### src/rtl/inst_fetch_unit.sv
// Instruction fetch unit: keeps at most one request in flight to instruction
// memory and fills a two-entry buffer that decode drains. Redirects flush the
// buffer and restart fetch. Halt stops fetching until reset.
//
// state     | meaning
// ----------+---------------------------------------------------------------
// IDLE      | may issue a request for fetch_pc when the buffer has room
// WAIT_RESP | request accepted; next response is written to the buffer tail
// DRAIN     | request accepted but redirected; next response is dropped
// HALTED    | fetch stopped for good; every input is ignored until reset
module inst_fetch_unit #(
  parameter logic [31:0] RESET_PC  = 32'h0000_0000,
  parameter int          BUF_DEPTH = 2
) (
  input  logic        clk,
  input  logic        reset,
  output logic        imem_req_valid,
  output logic [31:0] imem_req_addr,
  input  logic        imem_req_ready,
  input  logic        imem_resp_valid,
  input  logic [31:0] imem_resp_data,
  output logic        inst_valid,
  output logic [31:0] inst,
  output logic [31:0] inst_pc,
  input  logic        inst_ready,
  input  logic        redirect_valid,
  input  logic [31:0] redirect_pc,
  input  logic        halt,
  output logic        is_halted
);

  typedef enum logic [1:0] {
    S_IDLE      = 2'd0,
    S_WAIT_RESP = 2'd1,
    S_DRAIN     = 2'd2,
    S_HALTED    = 2'd3
  } state_e;

  localparam logic [1:0] BUF_FULL = 2'(BUF_DEPTH);

  state_e      state_q, state_d;
  logic [31:0] fetch_pc_q, fetch_pc_d;
  logic [31:0] req_pc_q, req_pc_d;
  logic        started_q;

  logic [1:0]  count_q, count_d;
  logic        wr_ptr_q, wr_ptr_d;
  logic        rd_ptr_q, rd_ptr_d;
  logic [31:0] buf_inst_q [2];
  logic [31:0] buf_pc_q   [2];

  logic        req_fire;
  logic        flush;
  logic        push;
  logic        pop;
  logic [31:0] redirect_pc_aligned;
  logic        unused_redirect_lsb;

  assign redirect_pc_aligned = {redirect_pc[31:2], 2'b00};
  assign unused_redirect_lsb = ^redirect_pc[1:0];

  // Request depends only on registered state, never on redirect/inst_ready.
  // started_q holds the first request back until one edge after reset release,
  // so a stale response landing right after release finds the unit idle.
  assign imem_req_valid = started_q && (state_q == S_IDLE) && (count_q < BUF_FULL);
  assign imem_req_addr  = fetch_pc_q;
  assign req_fire       = imem_req_valid && imem_req_ready;

  assign inst_valid = (count_q != 2'd0);
  assign inst       = buf_inst_q[rd_ptr_q];
  assign inst_pc    = buf_pc_q[rd_ptr_q];
  assign is_halted  = (state_q == S_HALTED);

  // Pop is suppressed on the flush edge so a redirect/halt wins over decode.
  assign pop = inst_valid && inst_ready && !flush;

  // Next-state, fetch PC and buffer push/flush decisions.
  always_comb begin
    state_d    = state_q;
    fetch_pc_d = fetch_pc_q;
    req_pc_d   = req_pc_q;
    flush      = 1'b0;
    push       = 1'b0;
    unique case (state_q)
      S_IDLE: begin
        if (halt) begin
          state_d = S_HALTED;
          flush   = 1'b1;
        end else if (redirect_valid) begin
          flush      = 1'b1;
          fetch_pc_d = redirect_pc_aligned;
          // The request was already visible to memory; if it was taken on
          // this same edge its response still has to be soaked up.
          state_d    = req_fire ? S_DRAIN : S_IDLE;
        end else if (req_fire) begin
          state_d    = S_WAIT_RESP;
          req_pc_d   = fetch_pc_q;
          fetch_pc_d = fetch_pc_q + 32'd4;
        end
      end
      S_WAIT_RESP: begin
        if (halt) begin
          state_d = S_HALTED;
          flush   = 1'b1;
        end else if (redirect_valid) begin
          flush      = 1'b1;
          fetch_pc_d = redirect_pc_aligned;
          state_d    = imem_resp_valid ? S_IDLE : S_DRAIN;
        end else if (imem_resp_valid) begin
          push    = 1'b1;
          state_d = S_IDLE;
        end
      end
      S_DRAIN: begin
        if (halt) begin
          state_d = S_HALTED;
          flush   = 1'b1;
        end else if (redirect_valid) begin
          flush      = 1'b1;
          fetch_pc_d = redirect_pc_aligned;
          // A response on the same edge is the one being drained.
          state_d    = imem_resp_valid ? S_IDLE : S_DRAIN;
        end else if (imem_resp_valid) begin
          state_d = S_IDLE;
        end
      end
      S_HALTED: begin
        state_d = S_HALTED;
      end
      default: begin
        state_d = S_IDLE;
      end
    endcase
  end

  // Buffer occupancy and pointer bookkeeping.
  always_comb begin
    count_d  = count_q;
    wr_ptr_d = wr_ptr_q;
    rd_ptr_d = rd_ptr_q;
    if (flush) begin
      count_d  = 2'd0;
      wr_ptr_d = 1'b0;
      rd_ptr_d = 1'b0;
    end else begin
      if (push) wr_ptr_d = ~wr_ptr_q;
      if (pop)  rd_ptr_d = ~rd_ptr_q;
      if (push && !pop)      count_d = count_q + 2'd1;
      else if (pop && !push) count_d = count_q - 2'd1;
    end
  end

  // Control state registers.
  always_ff @(posedge clk or negedge reset) begin
    if (!reset) begin
      state_q    <= S_IDLE;
      fetch_pc_q <= RESET_PC;
      req_pc_q   <= RESET_PC;
      started_q  <= 1'b0;
      count_q    <= 2'd0;
      wr_ptr_q   <= 1'b0;
      rd_ptr_q   <= 1'b0;
    end else begin
      state_q    <= state_d;
      fetch_pc_q <= fetch_pc_d;
      req_pc_q   <= req_pc_d;
      started_q  <= 1'b1;
      count_q    <= count_d;
      wr_ptr_q   <= wr_ptr_d;
      rd_ptr_q   <= rd_ptr_d;
    end
  end

  // Buffer storage: returned word tagged with the PC it was fetched from.
  always_ff @(posedge clk or negedge reset) begin
    if (!reset) begin
      buf_inst_q[0] <= 32'd0;
      buf_inst_q[1] <= 32'd0;
      buf_pc_q[0]   <= 32'd0;
      buf_pc_q[1]   <= 32'd0;
    end else if (push) begin
      buf_inst_q[wr_ptr_q] <= imem_resp_data;
      buf_pc_q[wr_ptr_q]   <= req_pc_q;
    end
  end

endmodule

### config.mk
export PLATFORM = sky130hd
export DESIGN_NAME = inst_fetch_unit
export DESIGN_NICKNAME = d
export VERILOG_FILES = /design/src/rtl/inst_fetch_unit.sv
export SDC_FILE = /design/constraint.sdc
export NUM_CORES = 1
export LEC_CHECK = 0
export CORE_ASPECT_RATIO = 0.9
export CORE_MARGIN = 5
export CORE_UTILIZATION = 42
export DETAILED_ROUTE_END_ITERATION = 10
export PLACE_DENSITY_LB_ADDON = 0.08
export SYNTH_ARGS = -nofsm -noshare
export SYNTH_HDL_FRONTEND = slang
export SYNTH_SLANG_ARGS = --single-unit
### constraint.sdc
create_clock -name clk -period 2.7 [get_ports clk]
set_input_delay 0.54 -clock clk [delete_from_list [all_inputs] [get_ports clk]]
set_output_delay 0.54 -clock clk [all_outputs]
set_load 0.05 [all_outputs]
Yosys cells after proc, flatten, opt, wreduce, memory -nomap -nowiden
Index checks and enable logic that the tools add are counted.
{"block": "word_totals", "reg_bits": 199, "in_bits": 71, "output_inout_bits": 99, "wordCells": 94}
{"block": "classes", "n_addsub": 3, "magnitude_cmp": 4, "eq_ne": 9, "mux": 39, "n_bitwise": 6, "reduce_logical": 22}
{"operator": "2-to-1 mux 32 bit", "count": 12}
{"operator": "bitwise mux 64 bit", "count": 2}
{"operator": "case mux 32 bit (2 select lines)", "count": 1}
{"operator": "adder 32 x 3 -> 32 bit (second input constant)", "count": 1}
{"operator": "demux 32 bit (select 1 bit)", "count": 1}
{"operator": "2-to-1 mux 2 bit", "count": 11}
{"operator": "2-to-1 mux 1 bit", "count": 11}
{"operator": "logical AND 1 bit", "count": 8}
{"operator": "nonzero test 2 bit", "count": 4}
{"operator": "case mux 2 bit (3 select lines)", "count": 1}
{"operator": "AND reduction 5 bit", "count": 1}
{"operator": "== test 2 bit (second input constant)", "count": 2}
{"operator": ">= comparator 2 bit (second input constant)", "count": 2}
{"operator": "!= test 2 bit (second input constant)", "count": 2}
{"operator": "!= test 4 x 1 -> 1 bit (second input constant)", "count": 1}
{"operator": "!= test 4 bit (second input constant)", "count": 1}
{"operator": "inverter 1 bit", "count": 4}
{"operator": "inverter 1 -> 2 bit", "count": 2}
{"operator": "AND reduction 4 bit", "count": 1}
{"operator": "logical NOT 1 bit", "count": 3}
{"operator": "!= test 3 bit (second input constant)", "count": 1}
{"operator": "nonzero test 3 bit", "count": 1}
{"operator": "OR reduction 3 bit", "count": 1}
{"operator": "adder 2 x 1 -> 2 bit (second input constant)", "count": 1}
{"operator": "other kinds (8)", "count": 8}

Logic depth before layout (Yosys ltp)
{"block": "depth", "ltp_word": 9, "ltp_mapped": 8, "mapped_depth_nobuf": 7}

Worst setup path after synthesis
OpenSTA, ideal clock, no wires.
{"block": "synth_timing", "kind": "register -> register", "start": "register fetch_pc_q[2] (netlist: imem_req_addr[2])", "end": "register fetch_pc_q[28] (netlist: imem_req_addr[28])", "setup_time_ns": 0.071, "t_arrival_ns": 2.131, "required_ns": 2.629, "path_slack_ns": 0.498, "path_stages_with_launch": 7, "path_buffers": 0, "period_less_slack_ns": 2.202, "path_cell_list": "dfrtp_1 -> ha_1 -> nand3_1 -> nor4_4 -> nand4_1 -> or3_1 -> nand4_1"}
{"block": "synth_via", "elab_chain_cells": 5}
{"element": "start, declared", "line": "42", "text": "logic [31:0] fetch_pc_q, fetch_pc_d;"}
{"element": "start signal, assigned", "line": "165", "text": "fetch_pc_q <= fetch_pc_d;"}
{"element": "adder 32 x 3 -> 32 bit", "line": "98", "text": "fetch_pc_d = fetch_pc_q + 32'd4;"}
{"element": "2-to-1 mux 32 bit", "line": "95", "text": "end else if (req_fire) begin"}
{"element": "2-to-1 mux 32 bit", "line": "89", "text": "end else if (redirect_valid) begin"}
{"element": "2-to-1 mux 32 bit", "line": "86", "text": "if (halt) begin"}
{"element": "case mux 32 bit (2 select lines)", "line": "84", "text": "unique case (state_q)"}
Every way passes these cells. The select of a mux whose other input is x is not followed.
A chain may end at the register's enable or synchronous reset.

Worst setup path after layout
{"block": "layout_timing", "start": "register state_q[0]", "end": "output port is_halted"}
{"block": "layout_via", "elab_chain_cells": 1}
{"element": "start, declared", "line": "41", "text": "state_e state_q, state_d;"}
{"element": "start signal, assigned", "line": "164", "text": "state_q <= state_d;"}
{"element": "== test 2 bit", "line": "72", "text": "assign is_halted = (state_q == S_HALTED);"}
{"element": "end, declared", "line": "29", "text": "output logic is_halted"}
Every way passes these cells.

==> insert_results.sql <==
INSERT INTO impl_metrics (metric_group, metric, value, unit) VALUES
('pwr', 'leakage', '5.26', 'nW'),
('routing', 'via_count', '6165', ''),
('setup_path', 'timing.critical_path.fanout_max', '5', ''),
('global_routing', 'grt_pass1_vias', '6720', ''),
('synth', 'postSynthRegisterBits', '191', ''),
('timing', 'period_minus_slack', '2.49', 'ns'),
('synth', 'synth_sequential_area_ratio', '0.533', ''),
('floorplanning', 'rows', '50', ''),
('timing', 'max_freq', '0.401', 'GHz'),
('timing', 'final.period_utilization', '0.923', ''),
('routing', 'wl_per_cell', '19.1', 'µm'),
('run', 'drv_cap', '0', ''),
('synth', 'synth_top_area_share', '0.533', ''),
('synth', 'synthDominantAreaCellType', 'dfrtp_1', ''),
('status', 'outcome', 'finished, final reports clean', ''),
('clock_tree', 'post-cts-setup-buffers', '0', ''),
('clock_tree', 'hold_buf_cts', '0', ''),
('synth', 'muxShareOfSynthArea', '0.277', ''),
('layout', 'drive_gt1_frac', '0.360', ''),
('setup_path', 'crit_path_start_kind', 'flip-flop', ''),
('routing', 'drt_pass1_iterations', '4', ''),
('timing', 'fin_worst_hold_slack', '0.127', 'ns'),
('synth', 'yosys.area_share.adder', '0.00837', ''),
('global_routing', 'global_route_wire_length_before_repair', '35700', 'µm'),
('synth', 'synth-compound-area-share', '0.0643', ''),
('clock_tree', 'clock_insertion_delay_worst_skew', '0.43', 'ns'),
('timing', 'final.setup.tns', '0', 'ns'),
('routing', 'postRouteWirelength', '21900', 'µm'),
('synth', 'synth_ff_type', 'dfrtp_1', ''),
('floorplanning', 'floorplan.initialDensity', '0.429', ''),
('clock_tree', 'cts.reportedPaths.clkPinSlew', '0.07', 'ns'),
('layout', 'layout.cells.most_common', 'dfrtp_1', ''),
('global_routing', 'globalRouteOverflowTotal', '0', ''),
('floorplanning', 'die_area', '24400', 'µm²'),
('setup_path', 'timing.critical_path.arrival', '1.95', 'ns'),
('clock_tree', 'clock_tree.buffer_depth', '2', ''),
('clock_tree', 'tritoncts.num_buffers', '17', ''),
('synth', 'netlist_instances', '695', ''),
('timing', 'slew-limit-headroom', '0.547', ''),
('layout', 'synthToLayoutAreaGrowth', '27.2', '%'),
('setup_path', 'timing.reg2reg.worst_path_depth', '7', ''),
('synth', 'yosys.cell_types.count', '59', ''),
('setup_path', 'timing.rr.start', 'state_q[0]$_DFFE_PN0P_', ''),
('floorplanning', 'pin_count', '170', ''),
('setup_path', 'reg2reg_to', 'imem_req_addr[14]$_DFFE_PN0P_', ''),
('placement', 'gp_congestion', '0.801', ''),
('layout', 'antenna-diode-count', '0', ''),
('global_routing', 'antenna_found_initial', '0', ''),
('timing', 'setup_repair_after_global_routing_missed_its_margin', 'no', ''),
('synth', 'syn-cell-area', '8970', 'µm²'),
('timing', 'number_of_setup_violations_in_the_final_report', '0', ''),
('synth', 'synth_top_cells_by_area', 'dfrtp_1 53%, mux2_2 23%, mux2_1 3.9%', ''),
('setup_path', 'endpoint_kind', 'output pin', ''),
('synth', 'combinational_family_with_the_most_area_after_synthesis', 'multiplexers', ''),
('routing', 'detail_route.iter0.violations', '361', ''),
('floorplanning', 'core_area', '20900', 'µm²'),
('synth', 'syn-mean-instance-area', '12.9', 'µm²'),
('setup_path', 'cp_data_required_time', '2.16', 'ns'),
('routing', 'drc_errors', '0', ''),
('timing', 'report.final.hold_viol_count', '0', ''),
('clock_tree', 'cts_sinks', '191', ''),
('clock_tree', 'cts-htree-levels', '4', ''),
('clock_tree', 'root_buf_cell', 'clkbuf_16', ''),
('routing', 'antenna_violating_nets_post_route', '0', ''),
('synth', 'yosys.area_share.xor_xnor', '0.00293', ''),
('pwr', 'vdd.ir_drop.worst', '0.716', 'mV'),
('synth', 'yosysWarningCount', '0', ''),
('routing', 'detailed_route_vias_per_instance', '5.36', ''),
('layout', 'final.fill_count', '1755', ''),
('placement', 'detailed_place_hpwl', '15000', 'µm'),
('floorplanning', 'fp.dieH', '149', 'µm');
[power by group]
part           internal (mW)  total [mW]  switching (mW)
Sequential              3.87        4.76           0.889
Clock                   1.49        2.60            1.11
Combinational           2.78        7.22            4.44
Total                   8.14        14.6            6.44
[per-layer routing]
layer / track usage / part of all wire / up-vias
met5: 0 / 0 / -
li1: - / - / 2846
met2: 0.311 / 0.50 / 173
met4: 0.0491 / 0.015 / 0
met1: 0.239 / 0.43 / 3119
met3: 0.0471 / 0.052 / 27
[worst max-delay path by stage]
stage,cells after the start,from,slack [ns],to
finish,2,state_q[0]$_DFFE_PN0P_,0.21,is_halted
global route,5,state_q[1]$_DFFE_PN0P_,0.11,imem_req_valid
CTS,2,state_q[0]$_DFFE_PN0P_,0.19,is_halted
detailed placement,6,halt,0.24,imem_req_addr[28]$_DFFE_PN0P_
global placement,6,halt,0.27,imem_req_addr[28]$_DFFE_PN0P_
floorplan,6,imem_req_addr[2]$_DFFE_PN0P_,0.50,imem_req_addr[28]$_DFFE_PN0P_
[per-stage QoR]
step / instance area (µm²) / power [mW] / utilization / std cells / setup slack (ns)
after floorplan: 8980 / 9.77 / - / 698 / 0.498
after global placement: 10800 / 11.9 / 0.518 / 1121 / 0.267
after detailed placement: 10800 / 12.1 / 0.518 / 1121 / 0.242
after CTS: 11400 / 14.7 / 0.546 / 1151 / 0.190
after global routing: 11400 / 15.4 / 0.546 / 1151 / 0.112
final: 11400 / 14.6 / 0.546 / 1151 / 0.209
[worst max-delay path, cell delays in order, from the launching register on]
cell and delay (ns):
dfrtp_1 0.43, ha_1 0.24, clkdlybuf4s50_1 0.86
[cell families after synthesis]
logic type                 Yosys count
muxes                              221
DFF                                191
other                                2
buffers and inverters               51
xor gates and xnor gates             3
and+or+nand+nor                    128
AOI/OAI and AO/OA                   93
adders and majority gates            6
[sequential cells by signal, indices dropped and copies added, names as in the netlist]
| signal | flops |
|---|---|
| buf_inst_q | 64 |
| buf_pc_q | 60 |
| imem_req_addr | 30 |
| req_pc_q | 30 |
| count_q | 2 |
| state_q | 2 |
| rd_ptr_q | 1 |
| started_q | 1 |
| wr_ptr_q | 1 |
[synth_stat cells, types with 3 or more instances]
master and count:
a211oi_1 4, a21oi_1 28, a2bb2oi_1 10, a31oi_1 5
and2_1 4, and3_1 8, and4_1 4, buf_1 3
buf_2 12, buf_4 12, clkbuf_1 12, dfrtp_1 191
ha_1 6, inv_1 7, mux2_1 31, mux2_2 185
mux2i_1 5, nand2_1 24, nand3_1 21, nand4_1 9
nor2_1 25, nor3_1 8, nor4_4 3, o21ai_0 16
o21ai_1 8, o22a_1 3, o22ai_1 7
[cell type report]
cell class                 instances  area, µm²  share of cell area
clock buffer                      19        443              0.0388
inverter                           7       26.3             0.00230
multi-input combinational        456       3940               0.345
sequential                       191       4780               0.419
timing repair buffer             181       1710               0.150
clock inverter                    11        154              0.0135
tap                              286        358              0.0314
Note: power is estimated with default switching activity, not from simulation.
